## src/rtl/note_frame_scheduler.sv

```systemverilog
// ============================================================================
// Module      : note_frame_scheduler
// Description : Queues note triples and commits them to the display only on
//               vsync falling edges, with minimum hold and idle blanking.
// Revision    : 1.0 - initial release
// ============================================================================
`default_nettype none

module note_frame_scheduler #(
    parameter int DEPTH        = 4,
    parameter int MIN_FRAMES   = 2,
    parameter int BLANK_FRAMES = 60
) (
    input  logic                     clk,
    input  logic                     reset,
    input  logic                     vsync,
    input  logic                     flush,
    input  logic                     in_valid,
    output logic                     in_ready,
    input  logic [5:0]               in_note_one,
    input  logic [5:0]               in_note_two,
    input  logic [5:0]               in_note_three,
    output logic [5:0]               note_one,
    output logic [5:0]               note_two,
    output logic [5:0]               note_three,
    output logic                     updated,
    output logic [$clog2(DEPTH):0]   fifo_level
);

    localparam int AW = $clog2(DEPTH);
    localparam int HW = $clog2(MIN_FRAMES + 1);
    localparam int BW = $clog2(BLANK_FRAMES + 1);
    localparam logic [HW-1:0] c_hold_max  = HW'(MIN_FRAMES - 1);
    localparam logic [BW-1:0] c_blank_max = BW'(BLANK_FRAMES - 1);
    localparam logic [AW:0]   c_full      = (AW+1)'(DEPTH);

    typedef enum logic [1:0] {
        S_WAIT   = 2'd0,
        S_COMMIT = 2'd1,
        S_CLEAR  = 2'd2
    } state_t;

    state_t          r_state;
    state_t          w_next;
    logic            r_vs_d1;
    logic            r_vs_d2;
    logic            r_pend;
    logic            r_updated;
    logic [17:0]     r_mem [DEPTH];
    logic [AW-1:0]   r_wr_ptr;
    logic [AW-1:0]   r_rd_ptr;
    logic [AW:0]     r_level;
    logic [17:0]     r_notes;
    logic [HW-1:0]   r_hold;
    logic [BW-1:0]   r_blank;

    logic w_frame_edge;
    logic w_evt;
    logic w_empty;
    logic w_push;
    logic w_load;
    logic w_count;

    assign w_frame_edge = r_vs_d2 & ~r_vs_d1;
    assign w_evt        = w_frame_edge | r_pend;
    assign w_empty      = (r_level == '0);
    assign in_ready     = (r_level != c_full);
    assign w_push       = in_valid & in_ready & ~flush;
    assign w_load       = (r_state == S_COMMIT) & ~flush & ~w_empty;
    assign w_count      = (r_state == S_WAIT) & w_evt & (w_next == S_WAIT);

    assign note_one   = r_notes[17:12];
    assign note_two   = r_notes[11:6];
    assign note_three = r_notes[5:0];
    assign updated    = r_updated;
    assign fifo_level = r_level;

    always_ff @(posedge clk or negedge reset) begin
        if (!reset) r_state <= S_WAIT;
        else        r_state <= w_next;
    end

    always_comb begin
        w_next = r_state;
        case (r_state)
            S_WAIT: begin
                if (w_evt) begin
                    if (!w_empty && r_hold == c_hold_max)
                        w_next = S_COMMIT;
                    else if (w_empty && r_blank == c_blank_max && (|r_notes))
                        w_next = S_CLEAR;
                end
            end
            S_COMMIT: w_next = S_WAIT;
            S_CLEAR:  w_next = S_WAIT;
            default:  w_next = S_WAIT;
        endcase
    end

    always_ff @(posedge clk) begin
        if (w_push) r_mem[r_wr_ptr] <= {in_note_one, in_note_two, in_note_three};
    end

    always_ff @(posedge clk or negedge reset) begin
        if (!reset) begin
            r_vs_d1   <= 1'b1;
            r_vs_d2   <= 1'b1;
            r_pend    <= 1'b0;
            r_updated <= 1'b0;
            r_wr_ptr  <= '0;
            r_rd_ptr  <= '0;
            r_level   <= '0;
            r_notes   <= '0;
            r_hold    <= c_hold_max;
            r_blank   <= '0;
        end else begin
            r_vs_d1   <= vsync;
            r_vs_d2   <= r_vs_d1;
            // Edges arriving while busy are remembered for the next WAIT cycle
            r_pend    <= (r_state == S_WAIT) ? 1'b0 : (r_pend | w_frame_edge);
            r_updated <= w_load | (r_state == S_CLEAR);

            if (flush) begin
                r_wr_ptr <= '0;
                r_rd_ptr <= '0;
                r_level  <= '0;
            end else begin
                if (w_push) r_wr_ptr <= r_wr_ptr + AW'(1);
                if (w_load) r_rd_ptr <= r_rd_ptr + AW'(1);
                if (w_push && !w_load)      r_level <= r_level + (AW+1)'(1);
                else if (!w_push && w_load) r_level <= r_level - (AW+1)'(1);
            end

            if (w_load)                   r_notes <= r_mem[r_rd_ptr];
            else if (r_state == S_CLEAR)  r_notes <= '0;

            if (w_load) begin
                r_hold  <= '0;
                r_blank <= '0;
            end else if (r_state == S_CLEAR) begin
                r_blank <= '0;
            end else if (w_count) begin
                if (r_hold != c_hold_max)   r_hold  <= r_hold + HW'(1);
                if (r_blank != c_blank_max) r_blank <= r_blank + BW'(1);
            end
        end
    end

endmodule

`default_nettype wire

```

## config.mk

```make
export PLATFORM = sky130hd
export DESIGN_NAME = note_frame_scheduler
export DESIGN_NICKNAME = d
export VERILOG_FILES = /design/src/rtl/note_frame_scheduler.sv
export SDC_FILE = /design/constraint.sdc
export NUM_CORES = 1
export LEC_CHECK = 0
export BUFFER_PORTS_ARGS = -buffer_cell sky130_fd_sc_hd__buf_4
export CAP_MARGIN = 25
export CORE_MARGIN = 2
export CORE_UTILIZATION = 55
export DETAILED_ROUTE_END_ITERATION = 16
export PLACE_DENSITY_LB_ADDON = 0.3
export REMOVE_ABC_BUFFERS = 1
export SYNTH_ARGS = -nofsm -noshare
export SYNTH_HDL_FRONTEND = slang
export SYNTH_SLANG_ARGS = --single-unit
```

## constraint.sdc

```tcl
create_clock -name clk -period 3 [get_ports clk]
set_input_delay 0.15 -clock clk [delete_from_list [all_inputs] [get_ports clk]]
set_output_delay 0.15 -clock clk [all_outputs]
set_load 0.01 [all_outputs]
```

=== Word level (Yosys, flattened, before mapping) ===
Memories as Yosys holds them, arrays and structs flattened.
Cells that the tools add are included.

* $add $sub $neg: 6
* Equal/unequal tests: 8
* Muxes and demuxes: 24
* Bitwise operators: 12
* Reduce and logical (&&, ||, !) cells: 22

{| class="wikitable"
|+ Operators with widths
! operator !! count
|-
| two-way mux 18 bit || 2
|-
| two-way mux 2 bit || 12
|-
| two-way mux 6 bit || 4
|-
| OR reduction 18 bit || 1
|-
| nonzero test 2 bit || 5
|-
| two-way mux 3 bit || 3
|-
| nonzero test 3 bit || 3
|-
| AND 1 bit || 7
|-
| adder 2 x 1 -> 2 bit, second input constant || 3
|-
| adder 6 x 1 -> 6 bit, second input constant || 1
|-
| == test 6 bit, second input constant || 1
|-
| != test 6 bit, second input constant || 1
|-
| logical AND 1 bit || 5
|-
| == test 2 x 1 -> 1 bit, second input constant || 2
|-
| logical NOT 2 bit || 2
|-
| adder 3 x 1 -> 3 bit, second input constant || 1
|-
| logical NOT 1 bit || 3
|-
| logical NOT 3 bit || 1
|-
| two-way mux 1 bit || 3
|-
| != test 3 bit, second input constant || 1
|-
| inverter 1 bit || 3
|-
| AND reduction 3 bit || 1
|-
| subtractor 3 x 1 -> 3 bit, second input constant || 1
|-
| == test 2 bit, second input constant || 1
|-
| other kinds (4) || 5
|}

* Flip-flop bits (word level): 39
* Bits in writable memories: 72
* Output and inout bits: 23
* Memories kept: 1

{| class="wikitable"
|+ Memory list
! memory !! words !! bits a word !! read ports !! clocked after Yosys merged registers in !! write ports !! RTL line !! source
|-
| r_mem || 4 || 18 || 1 || 0 || 1 || 49 || <nowiki>logic [17:0] r_mem [DEPTH];</nowiki>
|}

=== Depth between registers and ports, before layout ===
Gate-level depths: netlist of run 1.

* Depth after elaboration: 12
* Depth in mapped cells: 9
* Mapped depth without buffers: 8

=== Worst setup path before layout of run 1 ===
Ideal clock, no wire load.

* Path kind: flip-flop to flip-flop
* Start: reg r_level[0], in the netlist fifo_level[0]
* End: reg r_level[2], in the netlist fifo_level[2]
* Setup time: 0.090 ns
* Arrival: 2.418 ns
* Data required time: 2.910 ns
* Slack: 0.491 ns
* Stages on the path, launching flop included: 8
* Path buffers: 1
* Clock period less this slack: 2.509 ns
* Cells stage by stage: dfrtp_1 > nor3_1 > nor4b_2 > clkbuf_1 > nor3_1 > fa_1 > or4_1 > o221ai_1

* Word-level cells in the longest chain between the ends: 7
* Elaborated cells on any way between the ends: 16
* Those cells by class: add/sub: 2; eq/ne: 1; mux: 3; bitwise: 4; reduce/logical: 6

{| class="wikitable"
|+ Ends and longest elaborated chain
! element !! RTL line !! source
|-
| start, declared || 52 || <nowiki>logic [AW:0] r_level;</nowiki>
|-
| start signal, assigned || 130 || <nowiki>if (w_push && !w_load) r_level <= r_level + (AW+1)'(1);</nowiki>
|-
| start signal, assigned || 131 || <nowiki>else if (!w_push && w_load) r_level <= r_level - (AW+1)'(1);</nowiki>
|-
| parallel branches: the longest is 7 deep, another holds subtractor 3 x 1 -> 3 bit || n/a ||
|}

Several ways; the timed one is not identified. The select of a mux whose other input is x is not followed.
A chain may end at the register's enable or synchronous reset.

=== Final worst setup path of run 1 ===
* Start: reg r_level[2], in the netlist fifo_level[2]
* End: reg r_level[2], in the netlist fifo_level[2]

Same word-level chain as after synthesis.

==> reports/metrics.yaml, run 1 <==
post_dp_cell_area_mm2: 0.00484
drive_gt1_share_pct: 27.5
ys.flop_type: "edfxtp_1"
io_pins: 46
cp_data_required_time_ps: 3290
ys_seq_area_share_pct: 71.8
crit_type: "reg -> reg"
power.density_mw_per_mm2: 694
area_growth_pct: 19.6
io_buffer_count: 45
die_area_mm2: 0.00868
max-cap-violations: 0
die_w_um: 93.2
fp-row-count: 32
drc_errors: 0
gp_congestion: 0.694
wl_um: 7940
hold_path_depth: 2
overflow: 0
total_power_mw: 3.63
grt_max_degree: 40
crit_buf_inv: 0
rr_startpoint: "fifo_level[2]"
max_stage_delay_ps: 510
yosysTopAreaCell: "edfxtp_1"
crit_path_end_kind: "flip-flop"
slew_violations: 0
peakVddDrop_v: 0.000443
hold_slack_ps: 36.1
leakage_nw: 2.01
synth_xor_area_share_pct: 0.801
htreeDepth: 3
synth_commonest_cells: "edfxtp_1, dfrtp_1, a22o_1, mux4_2, nand2_1"
critPathArrivalTime_ps: 2680
synth_mux_area_share_pct: 10.6
fin_tns_setup_ps: 0
cp_top_family: "simple AND/OR/NAND/NOR gates"
grt_pass1_wl_um: 13100
place_inst: 397
die_h_um: 93.2
max_clock_freq_mhz: 418
synth_edf_count: 72
antennaDiodeCount: 0
synth.distinct_cells: 37
fin_nets: 356
hold_viol: 0
cts-root-buf: "clkbuf_8"
path_cells: "or3b_2 -> nand2_2 -> nor3_1 -> fa_1 -> or4_1 -> o221ai_1"
fp.coreArea_mm2: 0.00773
startpoint_type: "flip-flop"
cts_buffers: 9
netlist_instances: 254
synth_seq_cells: 111
postSynthAreaPerCell_um2: 17.2
cts_buffer_depth: 2
clk_pin_slew_worst_paths_ps: 110
r2r_cells: 6
vias_per_cell: 5.63
clock_latency_ps: 380
cpMaxStageDelayCell: "or3b_2"
slew_headroom_pct: 39.0
wl_per_cell_um: 18.3
min_path_type: "in -> reg"
ctsResizeCount: 0
async_flop_share_pct: 35.1
grt_use_total_pct: 20.4
rsz0062_at_grt: "false"
yosysMostFrequentCell: "edfxtp_1"
synth_simple_gate_area_share_pct: 6.49
drt_iter0_markers: 180
final_area_mm2: 0.00523
grt_antenna_before_repair: 0
synth_top_family_by_area: "multiplexers"
synthAdderAreaFrac_pct: 2.17
finClkSkew_ps: 14.1
setup_violations: 0
hold_end: "r_wr_ptr[1]"
grt_pass1_vias: 2535
syn-cell-area_mm2: 0.00437
period_share_pct: 79.7
cts.sinks: 111
synth_top_area_share_pct: 49.4
fin_crit_ps: 2390
reg2reg_slack_ps: 610
cp_max_fo: 10
status: "finished, final reports clean"
firstDrtPassIters: 4
vias: 2437
hold_start: "flush"
synth_compound_area_share_pct: 6.15
r2r-end: "fifo_level[2]"
cts_tree: "built"
ant_nets: 0
initial_core_util_pct: 56.6
synth_warnings: 0
synth_area_leaders: "edfxtp_1, dfrtp_1, mux4_2, a22o_1, dfstp_2"
instances_no_fill: 433
tightestPinTransition_ps: 915
dp_hpwl_um: 5000
metal layers:
layer | GRT usage [%] | share of wire (%)
met1 | 26.5 | 43
met2 | 35.0 | 51
met3 | 4.83 | 4.7
met4 | 5.39 | 0.77
met5 | 0 | 0
metrics by stage:
stage | util, % | setup slack, ps
after global placement | 62.6 | 695
after CTS | 67.7 | 609
final | 67.7 | 610
after floorplan | - | 25.5
after detailed placement | 62.6 | 638
after global routing | 67.7 | 482
repair_timing:
action                                 in CTS  in global routing
endpoints found under the hold margin     109                  0
buffers inserted                            0                  0
setup endpoints to repair                   0                  0
hold buffers                               20                  0
registers in the layout (all words and copies together), names as in the netlist:
register    cells
r_pend          1
r_vs_d1         1
r_mem          72
r_notes        18
r_vs_d2         1
r_wr_ptr        2
fifo_level      3
r_hold          2
r_blank         6
r_state         2
updated         1
r_rd_ptr        2
cell families (layout without fill, tap and decap cells):
kind of cell / Yosys count / after routing
adder cells (fa/ha/maj): 7 / 7
AO/OA/AOI/OAI: 35 / 35
buffers and inverters: 18 / 95
XOR/XNOR: 4 / 4
AND/OR/NAND/NOR: 55 / 55
multiplexers: 24 / 24
flip-flops: 111 / 111
layout by cell type, fill, tap and decap left out, drive strengths merged, types with 4 or more instances in the layout:
cell | Yosys | layout
a21oi | 4 | 4
a22o | 18 | 18
and2 | 4 | 4
buf | 6 | 51
clkbuf | 4 | 10
dfrtp | 36 | 36
dlygate4sd3 | 0 | 20
edfxtp | 72 | 72
ha | 6 | 6
inv | 8 | 11
mux2i | 6 | 6
mux4 | 18 | 18
nand2 | 16 | 16
nand3 | 4 | 4
nor2 | 12 | 12
nor3 | 5 | 5
nor4 | 4 | 4
o21ai | 5 | 5
final cells by class:
class | count | area, µm²
repair buffers | 71 | 583
flip-flops and latches | 111 | 3140
inverters | 8 | 30.0
clock buffers | 10 | 128
fillers | 522 | 2490
multi-input cells | 125 | 1160
well taps | 102 | 128
clock inverters | 6 | 65.1
how the worst max path moves through the flow:
stage	slack, ps	cells after the start	to	start
floorplan	30	6	fifo_level[2]	fifo_level[0]
global placement	700	6	fifo_level[2]	fifo_level[2]
detailed placement	640	6	fifo_level[2]	fifo_level[2]
CTS	610	6	fifo_level[2]	fifo_level[0]
global route	480	6	fifo_level[2]	fifo_level[2]
finish	610	6	fifo_level[2]	fifo_level[2]
report_power, final:
part | internal, mW | switching (mW) | total, mW
Sequential | 1.85 | 0.170 | 2.02
Clock | 0.327 | 0.523 | 0.850
Combinational | 0.409 | 0.357 | 0.765
worst reg2reg max path: cells and delay by family, from the launching register on:
kind	cells	cell delay, ps
flops	1	470
compound gates	1	170
fa+ha+maj	1	430
simple gates	4	1250
No activity file was read; power rests on OpenSTA's default activity.
==> inputs of run 2 (changes only) <==
ABC_AREA = 1   (was not set)
clock period = 2.5 ns   (was 3 ns; I/O delays follow)
==> reports/metrics.yaml, run 2 <==
status: "finished, final reports clean"
grt_max_degree: 40  # unchanged
tightestPinTransition_ps: 629  # -286 ps
cp_data_required_time_ps: 2770  # -520 ps
fp.coreArea_mm2: 0.00818  # +5.8%
drt_iter0_markers: 211  # +17%
startpoint_type: "flip-flop"
drive_gt1_share_pct: 18.7  # -8.8 points
antennaDiodeCount: 0  # unchanged
dp_hpwl_um: 5760  # +15%
wl_per_cell_um: 16.2  # -12%
cts_buffers: 9  # unchanged
io_pins: 46  # unchanged
final_area_mm2: 0.00545  # +4.1%
area_growth_pct: 18.1
synth_seq_cells: 111  # unchanged
power.density_mw_per_mm2: 840  # +21%
finClkSkew_ps: 15.9  # +1.79 ps
grt_pass1_vias: 2901  # +14%
hold_buffers: 20  # unchanged
synth_warnings: 0  # unchanged
vias: 3055  # +25%
rsz0062_at_grt: "false"
initial_core_util_pct: 56.4  # -0.21 points
min_path_type: "in -> reg"
fp-row-count: 33  # +3.1%
wl_um: 9120  # +15%
final_common_cell: "edfxtp_1"
synth_top_area_share_pct: 46.9  # -2.5 points
critPathArrivalTime_ps: 2320  # -360 ps
crit_path_end_kind: "flip-flop"
cts_buffer_depth: 2  # unchanged
die_w_um: 95.6  # +2.6%
cts-root-buf: "clkbuf_8"
cts_tree: "built"
max_clock_freq_mhz: 487  # +16%
grtUsageMet3_pct: 3.40  # -1.4 points
reg_top3: "r_mem (72), r_notes (18), r_blank (6)"
largest_reg_flops: 72  # unchanged
clock_latency_ps: 370  # about the same
grt_antenna_before_repair: 0  # unchanged
setup_violations: 0  # unchanged
max-cap-violations: 0  # unchanged
cts.sinks: 111  # unchanged
period_share_pct: 82.1  # +2.4 points
fill_cells: 584  # +12%
synth.distinct_cells: 33  # -11%
fin_nets: 484  # +36%
synth_area_leaders: "edfxtp_1, dfrtp_1, nor2_1, o21ai_0, nand2_1"
fin_tns_setup_ps: 0  # unchanged
slew_headroom_pct: 58.0  # +19 points
cts_setup_buffers: 0  # unchanged
vias_per_cell: 5.42  # -3.8%
cp_max_fo: 24  # +14
firstDrtPassIters: 4  # unchanged
overflow: 0  # unchanged
gp_congestion: 0.811  # +17%
ys.flop_type: "edfxtp_1"
gr-max-usage-layer: "met2"
clk_pin_slew_worst_paths_ps: 100  # about the same
die_h_um: 95.6  # +2.6%
die_area_mm2: 0.00913  # +5.2%
met2_usage_pct: 36.8  # +1.7 points
ys_seq_area_share_pct: 68.1  # -3.7 points
yosysTopAreaCell: "edfxtp_1"
crit_type: "reg -> reg"
grt_pass1_wl_um: 14200  # +8.5%
post_dp_cell_area_mm2: 0.00505  # +4.4%
ant_nets: 0  # unchanged
postSynthAreaPerCell_um2: 11.9  # -31%
slew_violations: 0  # unchanged
syn-cell-area_mm2: 0.00461  # +5.4%
final_cell_mix: "edfxtp_1, nor2_1, buf_4"
grt_use_met1_pct: 26.6  # +0.13 points
fin_crit_ps: 2050  # -338 ps
top_register: "r_mem"
io_buffer_count: 45  # unchanged
synth_commonest_cells: "edfxtp_1, nor2_1, o21ai_0"
hold_viol: 0  # unchanged
synth_edf_count: 72  # unchanged
ctsResizeCount: 0  # unchanged
reg2reg_slack_ps: 450  # -160 ps
peakVddDrop_v: 0.000419  # -5.3%
yosysMostFrequentCell: "edfxtp_1"
netlist_instances: 386  # +52%
drc_errors: 0  # unchanged
post-route-util_pct: 66.6  # -1.1 points
htreeDepth: 3  # unchanged
async_flop_share_pct: 35.1  # unchanged
grt_use_total_pct: 21.1  # +0.71 points
leakage_nw: 2.25  # +12%
## run 2: cell count changes in the layout (fill, tap and decap cells not counted), moves of 16 or more
cell,before,now
mux4_2,18,0
o21ai_0,5,42
inv_1,8,32
o22ai_1,2,18
nand2_1,15,34
nor2_1,12,61
## run 2: worst paths after layout
check / from / end / depth (start not counted)
worst max-delay path: r_state[1] / fifo_level[2] / 9
worst min-delay path: flush / r_rd_ptr[0] / 4
worst max register to register: r_state[1] / fifo_level[2] / 9
worst min register to register: r_vs_d1 / r_vs_d2 / 0
max in group asynchronous: reset / r_vs_d2 / 2
min in group asynchronous: reset / r_notes[16] / 2
## run 2: metal layers
| layer | routed length [µm] | part of all wire, % |
|---|---|---|
| met5 | 0 | 0 |
| met1 | 3950 | 43 |
| met3 | 375 | 4.1 |
| met4 | 116 | 1.3 |
| met2 | 4680 | 51 |
## run 2: layout make-up
class                      count  area (µm²)  area share [%]
tap                          105         131            2.41
timing repair buffer          72         591            10.8
multi-input combinational    223        1250            23.0
inverter                      37         139            2.55
sequential                   111        3140            57.7
clock buffer                  10         128            2.34
clock inverter                 6        65.1            1.19
## run 2: kinds of logic after synthesis
group,Yosys count,share of synthesized area [%]
flops,111,68.1
xor+xnor,2,0.380
simple gates,130,13.8
compound gates,83,10.7
buf+inv,52,4.75
mux,1,0.217
fa+ha+maj,7,2.06
## run 2: worst max-delay path, stage by stage (launching register included)
cell,delay [ps]
dfrtp_1,390
inv_1,130
nand3_2,140
nor2_8,410
nor2_4,80
fa_1,380
xor2_1,160
xor2_1,170
nand2_1,60
nand2_1,40
## run 2: report_power, final
part           total, mW  leakage, nW  switching [mW]  internal [mW]
combinational       1.11        0.998           0.610          0.504
clock               1.02       0.0981           0.625          0.395
sequential          2.44         1.15           0.212           2.22
## run 2: stage by stage
| step | hold WS [ps] | instances | setup slack, ps | power (mW) |
|---|---|---|---|---|
| 5_1_grt | 84.2 | 564 | 344 | 4.82 |
| 4_1_cts | 53.0 | 564 | 448 | 4.60 |
| 3_5_place_dp | 135 | 528 | 462 | 3.56 |
| 2_1_floorplan | -171 | 371 | 466 | 3.10 |
| 6_report | 73.8 | 564 | 448 | 4.57 |
| 3_3_place_gp | 120 | 528 | 511 | 3.52 |
==> inputs of run 3 (changes only) <==
CORE_UTILIZATION = 53   (was 55)
clock period = 1.7 ns   (was 2.5 ns; I/O delays follow)
==> reports/metrics.yaml, run 3 (synthesis gave the netlist of run 2 again) <==
rr_startpoint: "fifo_level[0]"
vias_per_cell: 5.36  # -1.0%
grt_pass1_wl_um: 15600  # +9.4%
clk_pin_slew_worst_paths_ps: 110  # about the same
cts-root-buf: "clkbuf_8"
preCtsSetupSlack_ps: -21.6  # -483 ps
antennaDiodeCount: 0  # unchanged
grt_max_degree: 40  # unchanged
place_inst: 545  # +3.2%
cts_buffers: 9  # unchanged
cp_data_required_time_ps: 1970  # -800 ps
top_register: "r_mem"
post-route-util_pct: 66.5  # -0.094 points
fin_crit_ps: 1660  # -396 ps
cts_buffer_depth: 2  # unchanged
reg_top3: "r_mem (72), r_notes (18), r_blank (6)"
clock_latency_ps: 380  # about the same
p_seq_share_pct: 50.8  # -2.5 points
grt_antenna_before_repair: 0  # unchanged
wl_per_cell_um: 16.3  # +0.69%
grt_use_total_pct: 21.0  # -0.075 points
largest_reg_flops: 72  # unchanged
htreeDepth: 3  # unchanged
worstSetupStartpoint: "fifo_level[0]"
leakage_nw: 2.36  # +5.1%
startpoint_type: "flip-flop"
hold_path_depth: 4  # unchanged
p_clk_share_pct: 22.5  # +0.2 points
io_buffer_count: 45  # unchanged
max-cap-violations: 0  # unchanged
switchingPower_mw: 2.27  # +57%
period_share_pct: 97.4  # +15 points
gp_congestion: 0.836  # +3.1%
cp_max_fo: 3  # -88%
wl_um: 9550  # +4.8%
comb_power_share_pct: 26.8  # +2.4 points
die_w_um: 97.3  # +1.8%
min_path_type: "in -> reg"
ant_nets: 0  # unchanged
final_common_cell: "edfxtp_1"
area_growth_pct: 24.0
cts_tree: "built"
power.density_mw_per_mm2: 1240  # +47%
die_h_um: 97.3  # +1.8%
p_sw_share_pct: 32.2  # +0.49 points
rsz0062_at_grt: "true"
total_power_mw: 7.07  # +55%
slew_headroom_pct: 66.6  # +8.5 points
tightestPinTransition_ps: 502  # -127 ps
initial_core_util_pct: 53.7  # -2.7 points
fin_nets: 504  # +4.1%
die_area_mm2: 0.00946  # +3.6%
status: "finished, final reports clean"
fin_tns_setup_ps: 0  # unchanged
crit_type: "reg -> reg"
setup_violations: 0  # unchanged
r2r_cells: 9  # unchanged
crit_path_end_kind: "flip-flop"
slew_violations: 0  # unchanged
drc_errors: 0  # unchanged
grt_pass1_vias: 3122  # +7.6%
drive_gt1_share_pct: 24.4  # +5.7 points
hold_start: "in_valid"
fp.coreArea_mm2: 0.00859  # +5.1%
peakVddDrop_v: 0.000698  # +66%
layout_setup_ws_ps: 44.5  # -404 ps
instances_no_fill: 587  # +4.1%
hold_viol: 0  # unchanged
final_cell_mix: "edfxtp_1, buf_4, nor2_1"
max_clock_freq_mhz: 604  # +24%
critPathArrivalTime_ps: 1930  # -390 ps
cts.sinks: 111  # unchanged
dp_hpwl_um: 6080  # +5.6%
fp-row-count: 34  # +3.0%
drt_iter0_markers: 184  # -13%
io_pins: 46  # unchanged
internal_power_mw: 4.80  # +54%
finClkSkew_ps: 15.7  # -0.243 ps
firstDrtPassIters: 4  # unchanged
vias: 3147  # +3.0%
overflow: 0  # unchanged
run 3: cell count changes in the layout (fill, tap and decap cells not counted), sizes merged:
cell | previous run | this run
buf | 52 | 72
clkbuf | 10 | 9
clkinvlp | 0 | 1
run 3: critical path, stage by stage, from the launching register on:
cell     delay, ps
dfrtp_2        450
inv_2           80
nand3_4         90
nand3_4        100
nor2_4          50
fa_2           350
xor2_2         180
xor2_1         140
nand2_1         60
nand2_1         50
run 3: worst paths after layout:
check                      slack [ps]            end
min                                10    r_wr_ptr[0]
max                                40  fifo_level[2]
max in group asynchronous        1120  fifo_level[1]
max reg2reg                        40  fifo_level[2]
min in group asynchronous         210     r_blank[1]
min reg2reg                       370        r_vs_d2
run 3: power groups by stage:
| stage | registers (mW) | logic [mW] | clock network, mW |
|---|---|---|---|
| after floorplan | 3.65 | 0.914 | 0 |
| after global placement | 3.62 | 1.71 | 0 |
| after detailed placement | 3.63 | 1.77 | 0 |
| after CTS | 3.58 | 1.87 | 1.63 |
| after global routing | 3.64 | 2.09 | 1.72 |
| final | 3.59 | 1.89 | 1.59 |
run 3: repair_timing:
item,4_1_cts,5_1_grt
cloned,0,0
resized for setup,5,9
hold endpoints to repair,109,0
setup endpoints to repair,1,90
hold buffers,20,0
setup buffers,2,4
pin swaps,4,4
run 3: metal layers:
metal / vias to the layer above / global-route usage, % / wire (µm)
met5: - / 0 / 0
met4: 0 / 6.62 / 88
met3: 8 / 3.02 / 513
met2: 93 / 34.9 / 4750
met1: 1523 / 29.2 / 4200
li1: 1523 / - / -
run 3: through the flow:
step | cell area (µm²) | hold slack [ps]
floorplan | 4530 | -211
global placement | 5220 | 84.6
detailed placement | 5220 | 93.5
CTS | 5660 | 10.7
global route | 5720 | 43.0
finish | 5720 | 12.6
run 3: layout make-up:
| type | count | area [µm²] |
|---|---|---|
| Multi-Input combinational cell | 223 | 1280 |
| Clock buffer | 9 | 124 |
| Tap cell | 108 | 135 |
| Inverter | 37 | 141 |
| Sequential cell | 111 | 3150 |
| Fill cell | 642 | 2880 |
| Timing Repair Buffer | 92 | 807 |
| Clock inverter | 7 | 82.6 |
